[config.mk]
export PLATFORM = sky130hd
export DESIGN_NAME = cia_timer
export DESIGN_NICKNAME = d
export VERILOG_FILES = /design/src/rtl/cia_pkg.sv /design/src/rtl/cia_tick_sel.sv /design/src/rtl/cia_timer.sv
export SDC_FILE = /design/constraint.sdc
export NUM_CORES = 1
export LEC_CHECK = 0
export BUFFER_PORTS_ARGS = -buffer_cell sky130_fd_sc_hd__buf_2
export CORE_ASPECT_RATIO = 0.6
export CORE_UTILIZATION = 48
export CTS_CLUSTER_DIAMETER = 100
export DETAILED_ROUTE_END_ITERATION = 10
export PLACE_DENSITY = 0.68
export SYNTH_ARGS = -nofsm -noshare
export SYNTH_HDL_FRONTEND = slang
export SYNTH_SLANG_ARGS = --single-unit
export TNS_END_PERCENT = 50
[constraint.sdc]
create_clock -name clk -period 1.85 [get_ports clk]
set_input_delay 0.2775 -clock clk [delete_from_list [all_inputs] [get_ports clk]]
set_output_delay 0.2775 -clock clk [all_outputs]
set_load 0.01 [all_outputs]
[src/rtl/cia_pkg.sv]
// Shared CIA definitions: register offsets, control-register bit positions
// and the timer input-source encodings.
package cia_pkg;

    localparam logic [1:0] REG_LO   = 2'd0;
    localparam logic [1:0] REG_HI   = 2'd1;
    localparam logic [1:0] REG_CTRL = 2'd2;

    localparam int CTRL_START   = 0;
    localparam int CTRL_PBON    = 1;
    localparam int CTRL_OUTMODE = 2;
    localparam int CTRL_RUNMODE = 3;
    localparam int CTRL_LOAD    = 4;
    localparam int CTRL_INMODE  = 5;

    typedef enum logic [1:0] {
        INMODE_ECLK   = 2'b00,
        INMODE_CNT    = 2'b01,
        INMODE_TA     = 2'b10,
        INMODE_TA_CNT = 2'b11
    } inmode_e;

endpackage

[src/rtl/cia_tick_sel.sv]
// Count-source selector for a CIA interval timer: picks which enable
// advances the counter.
import cia_pkg::*;

module cia_tick_sel (
    input  inmode_e inmode,
    input  logic    eclk_en,
    input  logic    cnt_en,
    input  logic    ta_ufl,
    input  logic    cnt_lvl,
    output logic    src_tick
);

    always_comb begin
        src_tick = 1'b0;
        case (inmode)
            INMODE_ECLK:   src_tick = eclk_en;
            INMODE_CNT:    src_tick = cnt_en;
            INMODE_TA:     src_tick = ta_ufl;
            INMODE_TA_CNT: src_tick = ta_ufl & cnt_lvl;
            default:       src_tick = 1'b0;
        endcase
    end

endmodule

[src/rtl/cia_timer.sv]
// 8520-style 16-bit interval timer (CIA timer A or B) with reload latch,
// one-shot/continuous modes and pulse/toggle PB output.
import cia_pkg::*;

module cia_timer #(
    parameter bit          TIMER_B  = 1'b0,
    parameter logic [15:0] LATCH_RV = 16'hFFFF
) (
    input  logic       clk,
    input  logic       reset,
    input  logic       eclk_en,
    input  logic       cnt_en,
    input  logic       cnt_lvl,
    input  logic       ta_ufl,
    input  logic       wr,
    input  logic [1:0] sel,
    input  logic [7:0] data_in,
    output logic [7:0] data_out,
    output logic       ufl,
    output logic       tmr_out,
    output logic       running
);

    logic [15:0] latch_q, latch_nx;
    logic [15:0] counter_q, counter_nx;
    logic [7:0]  ctrl_q, ctrl_nx;
    logic        ufl_q;
    logic        tog_q, tog_nx;
    logic        src_tick, tick, underflow, force_load, start_rise;
    logic        wr_lo, wr_hi, wr_ctrl;
    inmode_e     inmode;

    // Timer A has only one INMODE bit; its ctrl[6] is stored but never selects cascade.
    assign inmode = TIMER_B ? inmode_e'(ctrl_q[6:5]) : inmode_e'({1'b0, ctrl_q[CTRL_INMODE]});

    cia_tick_sel u_tick_sel (
        .inmode  (inmode),
        .eclk_en (eclk_en),
        .cnt_en  (cnt_en),
        .ta_ufl  (ta_ufl),
        .cnt_lvl (cnt_lvl),
        .src_tick(src_tick)
    );

    assign wr_lo      = wr && (sel == REG_LO);
    assign wr_hi      = wr && (sel == REG_HI);
    assign wr_ctrl    = wr && (sel == REG_CTRL);
    assign tick       = src_tick & ctrl_q[CTRL_START];
    assign underflow  = tick && (counter_q == 16'd0);
    assign force_load = (wr_ctrl & data_in[CTRL_LOAD]) | (wr_hi & ~ctrl_q[CTRL_START]);
    assign start_rise = wr_ctrl & data_in[CTRL_START] & ~ctrl_q[CTRL_START];

    // Next-state: force load beats underflow reload, which beats decrement.
    always_comb begin
        latch_nx   = latch_q;
        counter_nx = counter_q;
        ctrl_nx    = ctrl_q;
        tog_nx     = tog_q;

        if (wr_lo) latch_nx[7:0]  = data_in;
        if (wr_hi) latch_nx[15:8] = data_in;

        if (force_load)     counter_nx = latch_nx;
        else if (underflow) counter_nx = latch_q;
        else if (tick)      counter_nx = counter_q - 16'd1;

        if (underflow && ctrl_q[CTRL_RUNMODE]) ctrl_nx[CTRL_START] = 1'b0;
        if (wr_ctrl) ctrl_nx = {data_in[7:5], 1'b0, data_in[3:0]};
        if (wr_hi && !ctrl_q[CTRL_START] && ctrl_q[CTRL_RUNMODE]) ctrl_nx[CTRL_START] = 1'b1;

        if (start_rise)     tog_nx = 1'b1;
        else if (underflow) tog_nx = ~tog_q;
    end

    always_ff @(posedge clk or posedge reset) begin
        if (reset) begin
            latch_q   <= LATCH_RV;
            counter_q <= LATCH_RV;
            ctrl_q    <= 8'h00;
            ufl_q     <= 1'b0;
            tog_q     <= 1'b0;
        end else begin
            latch_q   <= latch_nx;
            counter_q <= counter_nx;
            ctrl_q    <= ctrl_nx;
            ufl_q     <= underflow;
            tog_q     <= tog_nx;
        end
    end

    always_comb begin
        data_out = 8'h00;
        case (sel)
            REG_LO:   data_out = counter_q[7:0];
            REG_HI:   data_out = counter_q[15:8];
            REG_CTRL: data_out = {ctrl_q[7], (TIMER_B ? ctrl_q[6] : 1'b0), ctrl_q[5], 1'b0, ctrl_q[3:0]};
            default:  data_out = 8'h00;
        endcase
    end

    assign ufl     = ufl_q;
    assign tmr_out = ctrl_q[CTRL_OUTMODE] ? tog_q : ufl_q;
    assign running = ctrl_q[CTRL_START];

endmodule

==> results.md <==
* Top Ports at 28
* Synth warn at 0
* EDFF count, synth at 0
* CP peak stage delay at 0.38 ns
* Total overflow reported by the global router at 0
* Pin count of the biggest net entering global routing at 41
* Synth cell types at 51
* FF+latch area at 1040 µm²
* Mean post-synth cell area at 10.6 µm²
* Core area at 4660 µm²
* First-pass GRT wire length at 10.6 mm
* DRC at 0
* Hold Crit Class: primary input to async pin
* P per Cell Area at 1390 nW/µm²
* CP Launch Type: flop
* Crit path kind: flop to flop
* Final Hold Viols at 0
* RSZ-0062 raised after global routing: yes
* Max_cap viols at 0
* # port buffers at 25
* Hpwl dp at 4.89 mm
* Flops & latches, synth at 40
* Critical path arrival at 2.13 ns
* CTS Buf Count at 5
* Least-Margin Pin Slew at 0.511 ns
* Fin crit share at 103%
* Fill cells at 412
* Largest delay contributor family on the critical path: simple AND/OR/NAND/NOR gates
* Wire per inst at 18.8 µm
* VDD IR max at 680 µV
* Footprint of the multi-input gates at 1280 µm²
* Max Slew Vio Count at 0
* Dpl cells at 336
* Status: finished, violations left
* Fin cells at 347
* Max_slew headroom at 65.9%
* Worst Path Max Fanout at 4
* Worst-Skew Late Latency at 0.29 ns
* Detailed Route WL at 6.52 mm
* H-tree levels at 2
* Die Footprint at 5230 µm²
* Syn_nets at 241
* Antenna violations before repair at 0
* Die W at 92.7 µm
* Synthesized instance count at 223
* CTS Buffer Depth at 2
* # diodes at 0
* CTS Sinks at 40
* Vias per cell at 5.93
* CTS tree: built
* Buffers and inverters on the worst path at 1
* Lkg Pwr at 0.00126 µW
* Critical-path top delay cell: dfstp_2
* Vias in the first global route at 2,059
* Post-route ant nets at 0
* Routed vias at 2,058
* Post-synth top flop: dfstp_2
* CP Cell Sequence: inv_2 -> ha_4 -> nor4b_4 -> nand4b_1 -> or3_1 -> xnor2_1 -> a221o_1
* Pre-Repair DR Iteration Count at 4
* Register area share after synthesis at 44.0%
* Die Span Y at 56.4 µm
* PnR worst setup slack at -0.0584 ns
* Initial drt markers at 135
* Clock root cell: clkbuf_8
* Area Growth Syn to Fin at 24.8%
* Nets at 301
* Worst path required time at 2.07 ns
* Failing checks: setup timing
* Placer Congestion at 0.864
* Fraction of registers with async set/reset at 100%
* Period minus WS final at 1.91 ns
* Rows at 19
* Reg clk slew, reported paths at 0.08 ns
* Starting Density at 50.8%
* Highest Clock Rate at 0.524 GHz
* Critical Path Sink Type: flop
* Total track usage at 27.2%
* Final setup fails at 3
* Fin Clk Skew at 0.00418 ns
* Synth Cell Area at 2370 µm²
* Post-layout util at 63.5%
* Share of cells above drive strength 1 at 51.4%
## stage by stage
| stage | hold WS, ns | worst slack (ns) | power, µW | instance area (µm²) | setup TNS [ns] |
|---|---|---|---|---|---|
| floorplan | 0.428 | -0.00689 | 2660 | 2380 | -0.00689 |
| global placement | 0.424 | -0.0124 | 3250 | 2790 | -0.0178 |
| detailed placement | 0.426 | -0.0526 | 3300 | 2790 | -0.159 |
| CTS | 0.107 | -0.0330 | 4030 | 2910 | -0.0589 |
| global route | 0.159 | -0.125 | 4370 | 2960 | -0.578 |
| finish | 0.0963 | -0.0584 | 4110 | 2960 | -0.104 |
## sequential cells by signal, summed over array words and instances (netlist names)
signal	count
latch_q	16
ufl	1
tog_q	1
ctrl_q	6
counter_q	16
## placed cells by master, fill, tap and decap left out, drive strengths merged, types with 2 or more instances in the layout
cell type,Yosys,layout
o31a,3,3
o21ai,15,15
a22oi,8,8
or3,2,2
xnor2,7,7
nor3,4,4
a21oi,4,4
mux2,23,23
dfstp,32,32
inv,6,6
clkbuf,3,6
nor4,6,6
xor2,3,3
mux2i,13,13
or4,2,2
buf,8,64
nand3,4,4
nand2,23,23
o31ai,4,4
nor2,16,16
a221o,2,2
o211ai,5,5
and2,2,2
dfrtp,8,8
a31oi,2,2
## metal layers
metal / routed length [µm] / up-vias / GRT usage (%)
li1: - / 942 / -
met3: 492 / 9 / 6.23
met5: 0 / - / 0
met1: 3190 / 1020 / 41.3
met4: 76 / 0 / 7.91
met2: 2760 / 87 / 38.5
## report_power, final
part	switching [µW]	internal [µW]
sequential	331	1310
combinational	858	916
clock	303	400
total	1490	2620
## logic make-up after synthesis
family	after synthesis	synth area share, %
mux	36	16.4
buf+inv	17	3.86
fa+ha+maj	1	0.528
simple gates	69	17.1
compound gates	50	14.4
xor+xnor	10	3.70
flops	40	44.0
## cells in the mapped netlist (3+ instances only)
| master | count | share of area (%) |
|---|---|---|
| dfstp_2 | 32 | 35 |
| mux2_2 | 23 | 11 |
| nand2_1 | 23 | 3.6 |
| nor2_1 | 16 | 2.5 |
| o21ai_0 | 15 | 3.2 |
| mux2i_1 | 13 | 5.5 |
| a22oi_1 | 8 | 2.5 |
| dfrtp_1 | 8 | 8.5 |
| xnor2_1 | 7 | 2.6 |
| inv_1 | 6 | 0.95 |
| o211ai_1 | 5 | 1.6 |
| a21oi_1 | 4 | 0.85 |
| nor3_1 | 4 | 0.85 |
| nor4_1 | 4 | 1.1 |
| o31ai_1 | 4 | 1.3 |
| buf_2 | 3 | 0.63 |
| nand3_1 | 3 | 0.63 |
| o31a_1 | 3 | 1.1 |
| xor2_1 | 3 | 1.1 |
## worst register-to-register path: stages, from the launching register on
cell and delay (ns):
dfstp_2 0.38, inv_2 0.06, ha_4 0.14, nor4b_4 0.27, nand4b_1 0.18, or3_1 0.36
xnor2_1 0.15, a221o_1 0.29
## area by class of cell
cell class	instances	share of cell area, %
clock inverter	2	1.18
timing repair buffer	64	14.4
inverter	6	0.762
clock buffer	6	2.45
sequential	40	35.2
tap	63	2.67
multi-input combinational	166	43.3
## final timing paths
path / start / end / slack [ns] / depth (start not counted)
worst max-delay path: counter_q[1] / counter_q[14] / -0.06 / 7
worst max register to register: counter_q[1] / counter_q[14] / -0.06 / 7
min in group clk: data_in[6] / latch_q[14] / 0.24 / 2
max in group asynchronous: reset / counter_q[0] / 1.38 / 3
worst min register to register: ctrl_q[1] / ctrl_q[1] / 0.52 / 1
worst min-delay path: reset / ctrl_q[5] / 0.1 / 3
## what timing repair did
action	4_1_cts	5_1_grt
hold buffers	0	0
buffers inserted	1	2
gates resized for setup	5	10
endpoints found under the setup margin	9	15
pin swaps	5	4
Note: power is estimated with default switching activity, not from simulation.
